==> src/rtl/hazard_forward_ctrl.sv <==
// Hazard detection, branch flush and operand forwarding control.
// Define FORWARDING_UNIT_EN to build the forwarding unit.
module hazard_forward_ctrl #(
    parameter int REG_ADDR_W = 4,
    parameter int CNT_W      = 16
) (
    input  logic                  clk,
    input  logic                  rst,
    input  logic [REG_ADDR_W-1:0] id_src1,
    input  logic [REG_ADDR_W-1:0] id_src2,
    input  logic                  id_use_src1,
    input  logic                  id_use_src2,
    input  logic [REG_ADDR_W-1:0] exe_src1,
    input  logic [REG_ADDR_W-1:0] exe_src2,
    input  logic [REG_ADDR_W-1:0] exe_dest,
    input  logic                  exe_wb_en,
    input  logic                  exe_mem_r_en,
    input  logic [REG_ADDR_W-1:0] mem_dest,
    input  logic                  mem_wb_en,
    input  logic [REG_ADDR_W-1:0] wb_dest,
    input  logic                  wb_wb_en,
    input  logic                  branch_taken,
    output logic [1:0]            sel_src1,
    output logic [1:0]            sel_src2,
    output logic                  hazard,
    output logic                  flush,
    output logic [CNT_W-1:0]      stall_cnt,
    output logic [CNT_W-1:0]      flush_cnt
);

    localparam logic [REG_ADDR_W-1:0] R15 = REG_ADDR_W'(15);

    typedef enum logic {
        RUN          = 1'b0,
        FLUSH_SHADOW = 1'b1
    } state_t;

    state_t     state_q;
    state_t     state_d;
    logic       live1;
    logic       live2;
    logic       exe_hit;
    logic       raw_hazard;
    logic [1:0] fwd1;
    logic [1:0] fwd2;

    // Unused sources are masked before any compare so X never leaks.
    assign live1 = id_use_src1 & (id_src1 != R15);
    assign live2 = id_use_src2 & (id_src2 != R15);

    assign exe_hit = exe_wb_en
                   & ((live1 & (id_src1 == exe_dest))
                   |  (live2 & (id_src2 == exe_dest)));

`ifdef FORWARDING_UNIT_EN
    function automatic logic [1:0] fwd_sel(
        input logic [REG_ADDR_W-1:0] src,
        input logic [REG_ADDR_W-1:0] m_dest,
        input logic                  m_wb,
        input logic [REG_ADDR_W-1:0] w_dest,
        input logic                  w_wb
    );
        logic [1:0] s;
        s = 2'b00;
        if (src == R15)
            s = 2'b00;
        else if (m_wb && (m_dest == src))
            s = 2'b01;
        else if (w_wb && (w_dest == src))
            s = 2'b10;
        return s;
    endfunction

    assign fwd1 = fwd_sel(exe_src1, mem_dest, mem_wb_en,
                          wb_dest, wb_wb_en);
    assign fwd2 = fwd_sel(exe_src2, mem_dest, mem_wb_en,
                          wb_dest, wb_wb_en);

    assign raw_hazard = exe_hit & exe_mem_r_en;
`else
    logic mem_hit;
    logic unused_nofwd;

    assign mem_hit = mem_wb_en
                   & ((live1 & (id_src1 == mem_dest))
                   |  (live2 & (id_src2 == mem_dest)));

    assign fwd1       = 2'b00;
    assign fwd2       = 2'b00;
    assign raw_hazard = exe_hit | mem_hit;

    assign unused_nofwd = ^{exe_src1, exe_src2, exe_mem_r_en,
                            wb_dest, wb_wb_en};
`endif

    always_ff @(posedge clk or negedge rst) begin
        if (!rst)
            state_q <= RUN;
        else
            state_q <= state_d;
    end

    // Outputs are forced idle while reset is held.
    always_comb begin
        state_d  = state_q;
        hazard   = 1'b0;
        flush    = 1'b0;
        sel_src1 = 2'b00;
        sel_src2 = 2'b00;
        if (rst) begin
            flush    = branch_taken;
            sel_src1 = fwd1;
            sel_src2 = fwd2;
            unique case (state_q)
                RUN: begin
                    hazard  = raw_hazard & ~branch_taken;
                    state_d = branch_taken ? FLUSH_SHADOW : RUN;
                end
                FLUSH_SHADOW: begin
                    state_d = branch_taken ? FLUSH_SHADOW : RUN;
                end
            endcase
        end
    end

    always_ff @(posedge clk or negedge rst) begin
        if (!rst) begin
            stall_cnt <= '0;
            flush_cnt <= '0;
        end else begin
            if (hazard && (stall_cnt != {CNT_W{1'b1}}))
                stall_cnt <= stall_cnt + 1'b1;
            if (flush && (flush_cnt != {CNT_W{1'b1}}))
                flush_cnt <= flush_cnt + 1'b1;
        end
    end

endmodule

==> config.mk <==
export PLATFORM = sky130hd
export DESIGN_NAME = hazard_forward_ctrl
export DESIGN_NICKNAME = d
export VERILOG_FILES = /design/src/rtl/hazard_forward_ctrl.sv
export SDC_FILE = /design/constraint.sdc
export NUM_CORES = 1
export LEC_CHECK = 0
export ABC_AREA = 0
export BUFFER_PORTS_ARGS = -buffer_cell sky130_fd_sc_hd__buf_2
export CAP_MARGIN = 30
export CORE_MARGIN = 5
export CORE_UTILIZATION = 40
export DETAILED_ROUTE_END_ITERATION = 8
export HOLD_SLACK_MARGIN = 0.1
export PLACE_DENSITY = 0.81
export REMOVE_ABC_BUFFERS = 1
export SETUP_SLACK_MARGIN = 0.3
export SLEW_MARGIN = 20
export SYNTH_ARGS = -nofsm -noshare
export SYNTH_HDL_FRONTEND = slang
export SYNTH_SLANG_ARGS = --single-unit
==> constraint.sdc <==
create_clock -name clk -period 1.7 [get_ports clk]
set_input_delay 0.34 -clock clk [delete_from_list [all_inputs] [get_ports clk]]
set_output_delay 0.34 -clock clk [all_outputs]
set_load 0.05 [all_outputs]
**After elaboration in Yosys (flattened, before gate mapping)**

Cells that the tools add are included.

- Bits in registers: 33
- Latch bits: 0
- Memory bits (writable): 0
- ROM bits: 0
- Word-level logic and storage cells: 32
- Memories: 0

- Add/subtract/negate cells: 2
- Multiply operators: 0
- Div/mod/pow operators: 0
- $lt $le $gt $ge: 0
- Eq/ne operators: 8
- Shifts and indexed selects: 0
- Multiplexer cells: 4
- Bitwise gates (word level): 13
- Reductions and logical operators: 2

Operators by type and width:

| operator | number |
|---|---|
| 16-bit by 1-bit adder with 16-bit output (second input constant) | 2 |
| 16-bit inequality test (second input constant) | 2 |
| 4-bit equality test | 4 |
| 1-bit AND | 9 |
| 4-bit inequality test (second input constant) | 2 |
| 1-bit 2-to-1 mux | 4 |
| 1-bit bitwise OR | 3 |
| 1-bit logical AND | 2 |
| 1-bit NOT | 1 |

**Logic depth before layout (Yosys ltp)**

Gate-level depths: netlist of the first run.

- Depth in word-level cells: 10
- Gate-level depth with buffers: 8
- Mapped depth without buffers: 7

**Worst setup path before layout of the first run**

OpenSTA, ideal clock, no wires.

- Path type: input to output
- Start point: input exe_dest[1]
- End point: output hazard
- Arrival time: 1.877 ns
- Required time: 1.360 ns
- Setup slack: -0.517 ns
- Stages on the path: 7
- Buffers on the path: 2
- Cells stage by stage: xor2_1 > nor3_1 > nand4_1 > and4_4 > buf_6 > buf_2 > nor2_1

- Longest elaborated chain between the ends: 8

Ends and longest elaborated chain:

| element | line | text |
|---|---|---|
| from (decl) | 15 | `input logic [REG_ADDR_W-1:0] exe_dest,` |
| 4-bit equality test (on tied branches) | 52, 53 |  |
| 1-bit AND (on tied branches) | 52, 53 |  |
| 1-bit bitwise OR (*) | 53 | `\| (live2 & (id_src2 == exe_dest)));` |
| 1-bit AND (*) | 52 | `& ((live1 & (id_src1 == exe_dest))` |
| 1-bit bitwise OR (*) | 90 | `assign raw_hazard = exe_hit \| mem_hit;` |
| 1-bit AND (*) | 116 | `hazard = raw_hazard & ~branch_taken;` |
| 1-bit 2-to-1 mux (*) | 114 | `unique case (state_q)` |
| 1-bit 2-to-1 mux (*) | 110 | `if (rst) begin` |
| to (decl) | 25 | `output logic hazard,` |

Mark *: on every way between the ends. The rest lies on a longest branch, timed or not.

**Worst setup path after layout of the first run**

- Start point: register stall_cnt[11]
- End point: register stall_cnt[1]

- Longest elaborated chain between the ends: 2

Ends and longest elaborated chain:

| element | line | text |
|---|---|---|
| from (decl) | 27 | `output logic [CNT_W-1:0] stall_cnt,` |
| from (signal assigned) | 132 | `stall_cnt <= stall_cnt + 1'b1;` |
| 16-bit inequality test | 131 | `if (hazard && (stall_cnt != {CNT_W{1'b1}}))` |
| 1-bit logical AND | 131 |  |

No other way between the ends.
A chain may end at the register's enable or synchronous reset.

==> results.toml, run 1 <==
[synthesis]
synthMuxAreaShare = 0.0254
synth_compound_gate_area_share = 0.0448
ys_warn_count = 0
synth_top_family_by_area = "simple AND/OR/NAND/NOR gates"
async_reset_ff_frac = 1.00
synth_top_flop_cell = "dfrtp_1"
synth_seq_cells = 33
synth_cells = 191
synth_top_area_cell = "dfrtp_1"
synth.avg_cell_area_um2 = 9.81
syn_area_mm2 = 0.00187
synth-adder-area-share = 0.0134
synth-xor-area-share = 0.191
synthSimpleGateAreaFrac = 0.244
synth.most_common_cell = "dfrtp_1"
synth.top_cells.by_count = "dfrtp_1 (33), xor2_1 (27), nand2_1 (14), nand3_1 (14)"
ys_seq_area_frac = 0.441
synthTopCellsByArea = "dfrtp_1 (44%), xor2_1 (13%), xnor2_1 (5.6%)"
synth_cell_types = 35
synth_edf_count = 0
yosysTopAreaCellShare = 0.441

[clock_network]
root_buffer = "clkbuf_8"
cts_tree = "yes"
cts_max_level = 2
clock-sinks = 33
cts_max_path_buffers = 2
path_clk_slew_ns = 0.08
cts-buffers-inserted = 5
insertion_delay_ns = 0.30

[detailed_routing]
drt_iter0_drc = 96
detail-route-antenna-nets = 0
drcViolationCount = 0
drtPass1Iterations = 4
via_per_inst = 5.65
avgRoutedWirePerCell_um = 21.4
vias = 2114
wirelength_um = 7990

[status]
violations = "negative setup slack"
status = "finished, violations left"

[die]
rows = 24
die_x_um = 78.4
chipHeight_um = 78.4
pin_count = 75
core_mm2 = 0.00444
dieArea_mm2 = 0.00615
start_util = 0.421

[critical_path]
r2r_setup_slack_ns = -0.07
slowest_delay_ns = 0.38
r2r-end = "stall_cnt[1]"
slowest_stage = "or3_4"
critical_path.cell_chain = "and4_1, and3_4, and3_4, or3_4, mux2_4"
required_ns = 1.88
critPathLaunch = "stall_cnt[11]"
arrival_ns = 1.95
worst_r2r_path_depth = 5
crit_path_frequent_cell = "and3_4"
crit_end = "stall_cnt[1]"
rr_startpoint = "stall_cnt[11]"
worstSetupStartpointType = "register"
crit_type = "reg2reg"
path_max_fanout = 3
worstSetupEndpointType = "register"

[global_route]
grt_pass1_wl_um = 10700
grt_pass1_vias = 2203
grt-ovfl-total = 0
grt_use_total = 0.222
grt_antenna_before_repair = 0
grt_max_degree = 19

[timing]
fin_crit_ns = 1.77
slew_violations = 0
fmax_ghz = 0.566
worst_slack_ns = -0.0660
worst_hold_slack_ns = 0.163
finClkSkew_ns = 0.0116
setup_violations = 4
finalCritPeriodShare = 1.04
rsz0062_at_grt = "true"
hold_viol_final = 0
setup_tns_ns = -0.129

[placed_design]
port_buffers = 56
dpl_worst_slack_ns = -0.302
hpwl_um = 3720
place_inst = 334
globalplace.congestion = 0.837

[power_and_ir_drop]
leakage_nw = 1.74
ir_worst_vdd_uv = 602
totalPowerFinal_w = 0.00327
power_density_mw_per_mm2 = 916

[cells_and_area]
n_antenna_cell = 0
drive_gt1_frac = 0.674
finalNonFillerCells = 374
syn2layout_area_growth_pct = 90.6
nets = 360

[min_path]
hold_path_class = "in2async"

[run]
maxCapViolCount = 0
[layer usage]
layer | part of all wire | global-route usage | up-vias | wire length, um
met5 | 0 | 0 | - | 0
met4 | 0.065 | 0.107 | 0 | 523
met3 | 0.067 | 0.0606 | 46 | 532
met2 | 0.54 | 0.400 | 117 | 4290
met1 | 0.33 | 0.239 | 1021 | 2650
li1 | - | - | 930 | -
[cells by family after synthesis]
group / after synthesis
other: 1
XOR/XNOR: 40
AO/OA/AOI/OAI: 14
buffers and inverters: 13
flip-flops: 33
adder cells (fa/ha/maj): 2
multiplexers: 4
AND/OR/NAND/NOR: 84
[cells in the final DEF, fill, tap and decap left out, drive strengths merged, types with 3 or more instances in the layout]
cell and instances:
nand2 14, dfrtp 33, nor4 4, and3 8, inv 5, nand3 14
buf 121, xor2 27, clkbuf 10, nor3 13, conb 4, and4 4
mux2 3, a21oi 7, nand4 8, nor2 13, xnor2 13
[final cells by class]
class | instances | area (um2)
multi-input combinational | 148 | 1490
timing repair buffer | 128 | 1080
fill | 241 | 873
sequential | 33 | 831
clock buffer | 5 | 68.8
tap | 52 | 65.1
inverter | 5 | 18.8
clock inverter | 3 | 17.5
[stage by stage]
| step | cell area (um2) | utilization |
|---|---|---|
| 2_1_floorplan | 1830 | - |
| 3_3_place_gp | 2480 | 0.557 |
| 3_5_place_dp | 2480 | 0.557 |
| 4_1_cts | 3190 | 0.718 |
| 5_1_grt | 3570 | 0.803 |
| 6_report | 3570 | 0.803 |
[power by group]
part	internal (W)	switching [W]	total, W
registers	0.000881	0.000110	0.000991
logic	0.000781	0.000891	0.00167
clock network	0.000283	0.000326	0.000609
[sequential cells by signal, indices dropped and copies added (netlist names)]
signal     flops
flush_cnt     16
stall_cnt     16
state_q        1
[what timing repair did]
action,in CTS,in global routing
setup endpoints to repair,33,51
gates resized for setup,104,87
pin swaps,53,32
endpoints found under the hold margin,22,0
setup buffers,20,10
hold buffers,2,0
[worst max-delay path: cells and delay by family, from the launching register on]
family	cells	cell delay, ns
muxes	1	0.31
and+or+nand+nor	4	0.97
DFF	1	0.37
[worst min-delay path by stage]
| stage | from | endpoint | slack, ns | cells after the start |
|---|---|---|---|---|
| finish | rst | flush_cnt[4] | 0.16 | 3 |
| global route | rst | flush_cnt[4] | 0.18 | 3 |
| CTS | rst | flush_cnt[0] | 0.12 | 3 |
| detailed placement | rst | stall_cnt[9] | 0.29 | 2 |
| global placement | rst | stall_cnt[9] | 0.28 | 2 |
| floorplan | rst | flush_cnt[0] | 0.04 | 0 |
Note: power is estimated with default switching activity, not from simulation.
==> inputs of run 2 (changes only) <==
CORE_UTILIZATION = 44   (was 40)
HOLD_SLACK_MARGIN = default   (was 0.1)
PLACE_DENSITY = 0.87   (was 0.81)
==> results.toml, run 2 (synthesis results as in run 1) <==
[die]
pin_count = 75
core_mm2 = 0.00406
chipHeight_um = 75.2
start_util = 0.462
die_x_um = 75.2
dieArea_mm2 = 0.00566
rows = 23

[cells_and_area]
final_util = 0.899
n_antenna_cell = 0
drive_gt1_frac = 0.652
syn2layout_area_growth_pct = 94.8
nFillCells = 146
largestRegisters = "flush_cnt (16), stall_cnt (16), state_q (1)"
nets = 354
final_cell_mix = "buf_4 (47), buf_6 (37), dfrtp_1 (30)"
fin_area_mm2 = 0.00365
layout_commonest_cell = "buf_4"

[power_and_ir_drop]
ir_worst_vdd_uv = 917
power_density_mw_per_mm2 = 963
switching_share = 0.386
p_comb_frac = 0.448
p_switching_w = 0.00136
leakage_nw = 1.75
p_int_w = 0.00216
clock_power_share = 0.267
seq_power_share = 0.285

[clock_network]
insertion_delay_ns = 0.30
cts_max_level = 2
root_buffer = "clkbuf_8"
clock-sinks = 33
cts_max_path_buffers = 2
cts_tree = "yes"
cts-buffers-inserted = 5
path_clk_slew_ns = 0.09

[timing]
fin_crit_ns = 1.88
fmax_ghz = 0.533
worst_slack_ns = -0.176
rsz0062_at_grt = "true"
finalCritPeriodShare = 1.10
finClkSkew_ns = 0.0136
setup_tns_ns = -0.702
hold_viol_final = 0
slew_violations = 0
setup_violations = 12

[detailed_routing]
drt_iter0_drc = 237
drcViolationCount = 0
via_per_inst = 6.22
avgRoutedWirePerCell_um = 25.0
wirelength_um = 9160
vias = 2278
drtPass1Iterations = 5
detail-route-antenna-nets = 0

[critical_path]
required_ns = 1.88
arrival_ns = 2.05
rr_startpoint = "stall_cnt[3]"
cp.buffers_inverters = 2
path_max_fanout = 4
worstSetupStartpointType = "input port"
worstSetupEndpointType = "register"
crit_type = "in2reg"
slowest_delay_ns = 0.49
critical_path.cell_chain = "buf_2, xor2_1, nor3_1, nand4_1, and4_4, buf_4, or4_4, xnor2_2"
critPathLaunch = "id_src2[0]"
path_delay_family = "simple AND/OR/NAND/NOR gates"
slowest_stage = "or4_4"

[placed_design]
globalplace.congestion = 0.836
port_buffers = 56
hpwl_um = 3670
dpl_worst_slack_ns = -0.283
placed_area_mm2 = 0.00247

[status]
violations = "negative setup slack"
status = "finished, violations left"

[global_route]
grt_pass1_vias = 2148
grt-ovfl-total = 0
grt.met3_usage = 0.0628
grt_use_total = 0.261
use_met1 = 0.300
grt_antenna_before_repair = 0
grt.busiest_layer = "met2"
grt_pass1_wl_um = 10900
use_met2 = 0.448
grt_max_degree = 29

[run]
maxCapViolCount = 0

[min_path]
hold_path_class = "in2async"
run 2: power groups by stage:
stage          Sequential (W)  Clock [W]  Combinational (W)
2_1_floorplan         0.00130          0           0.000223
3_3_place_gp         0.000968          0           0.000857
3_5_place_dp         0.000971          0           0.000877
4_1_cts              0.000956   0.000894            0.00127
5_1_grt               0.00101   0.000964            0.00162
6_report              0.00100   0.000937            0.00157
run 2: worst paths after layout:
kind | to | slack, ns | depth (start not counted)
setup / recovery | stall_cnt[8] | -0.18 | 8
setup reg to reg | stall_cnt[8] | -0.09 | 6
hold reg to reg | flush_cnt[10] | 0.51 | 1
max in group asynchronous | stall_cnt[5] | 0.87 | 3
hold / removal | flush_cnt[4] | 0.21 | 3
min in group clk | flush_cnt[10] | 0.51 | 1
run 2: layout make-up:
class / count / area, um2 / share of cell area
timing repair buffer: 122 / 1060 / 0.291
tap: 50 / 62.6 / 0.0171
clock buffer: 5 / 68.8 / 0.0189
multi-input combinational: 148 / 1540 / 0.422
inverter: 5 / 18.8 / 0.00514
clock inverter: 3 / 65.1 / 0.0178
sequential: 33 / 830 / 0.227
run 2: layer usage:
layer | wire length [um] | vias to the layer above
li1 | - | 915
met1 | 3520 | 1119
met2 | 4380 | 184
met3 | 639 | 60
met4 | 627 | 0
met5 | 0 | -
run 2: worst register-to-register path, stage by stage, from the launching register on:
cell     delay [ns]
dfrtp_1        0.39
and3_4         0.23
and3_4         0.21
buf_6          0.11
nand3_2        0.06
or4_4          0.53
xnor2_2        0.15
run 2: what timing repair did:
item	4_1_cts	5_1_grt
buffers inserted	13	13
endpoints found under the setup margin	33	53
resized for setup	105	97
hold endpoints to repair	6	0
pin swaps	57	40
hold buffers	1	0
run 2: through the flow:
step	total power [W]	hold slack, ns	instances
5_1_grt	0.00359	0.230	366
4_1_cts	0.00312	0.190	353
3_3_place_gp	0.00183	0.280	331
6_report	0.00351	0.212	366
2_1_floorplan	0.00153	0.0444	186
3_5_place_dp	0.00185	0.275	331
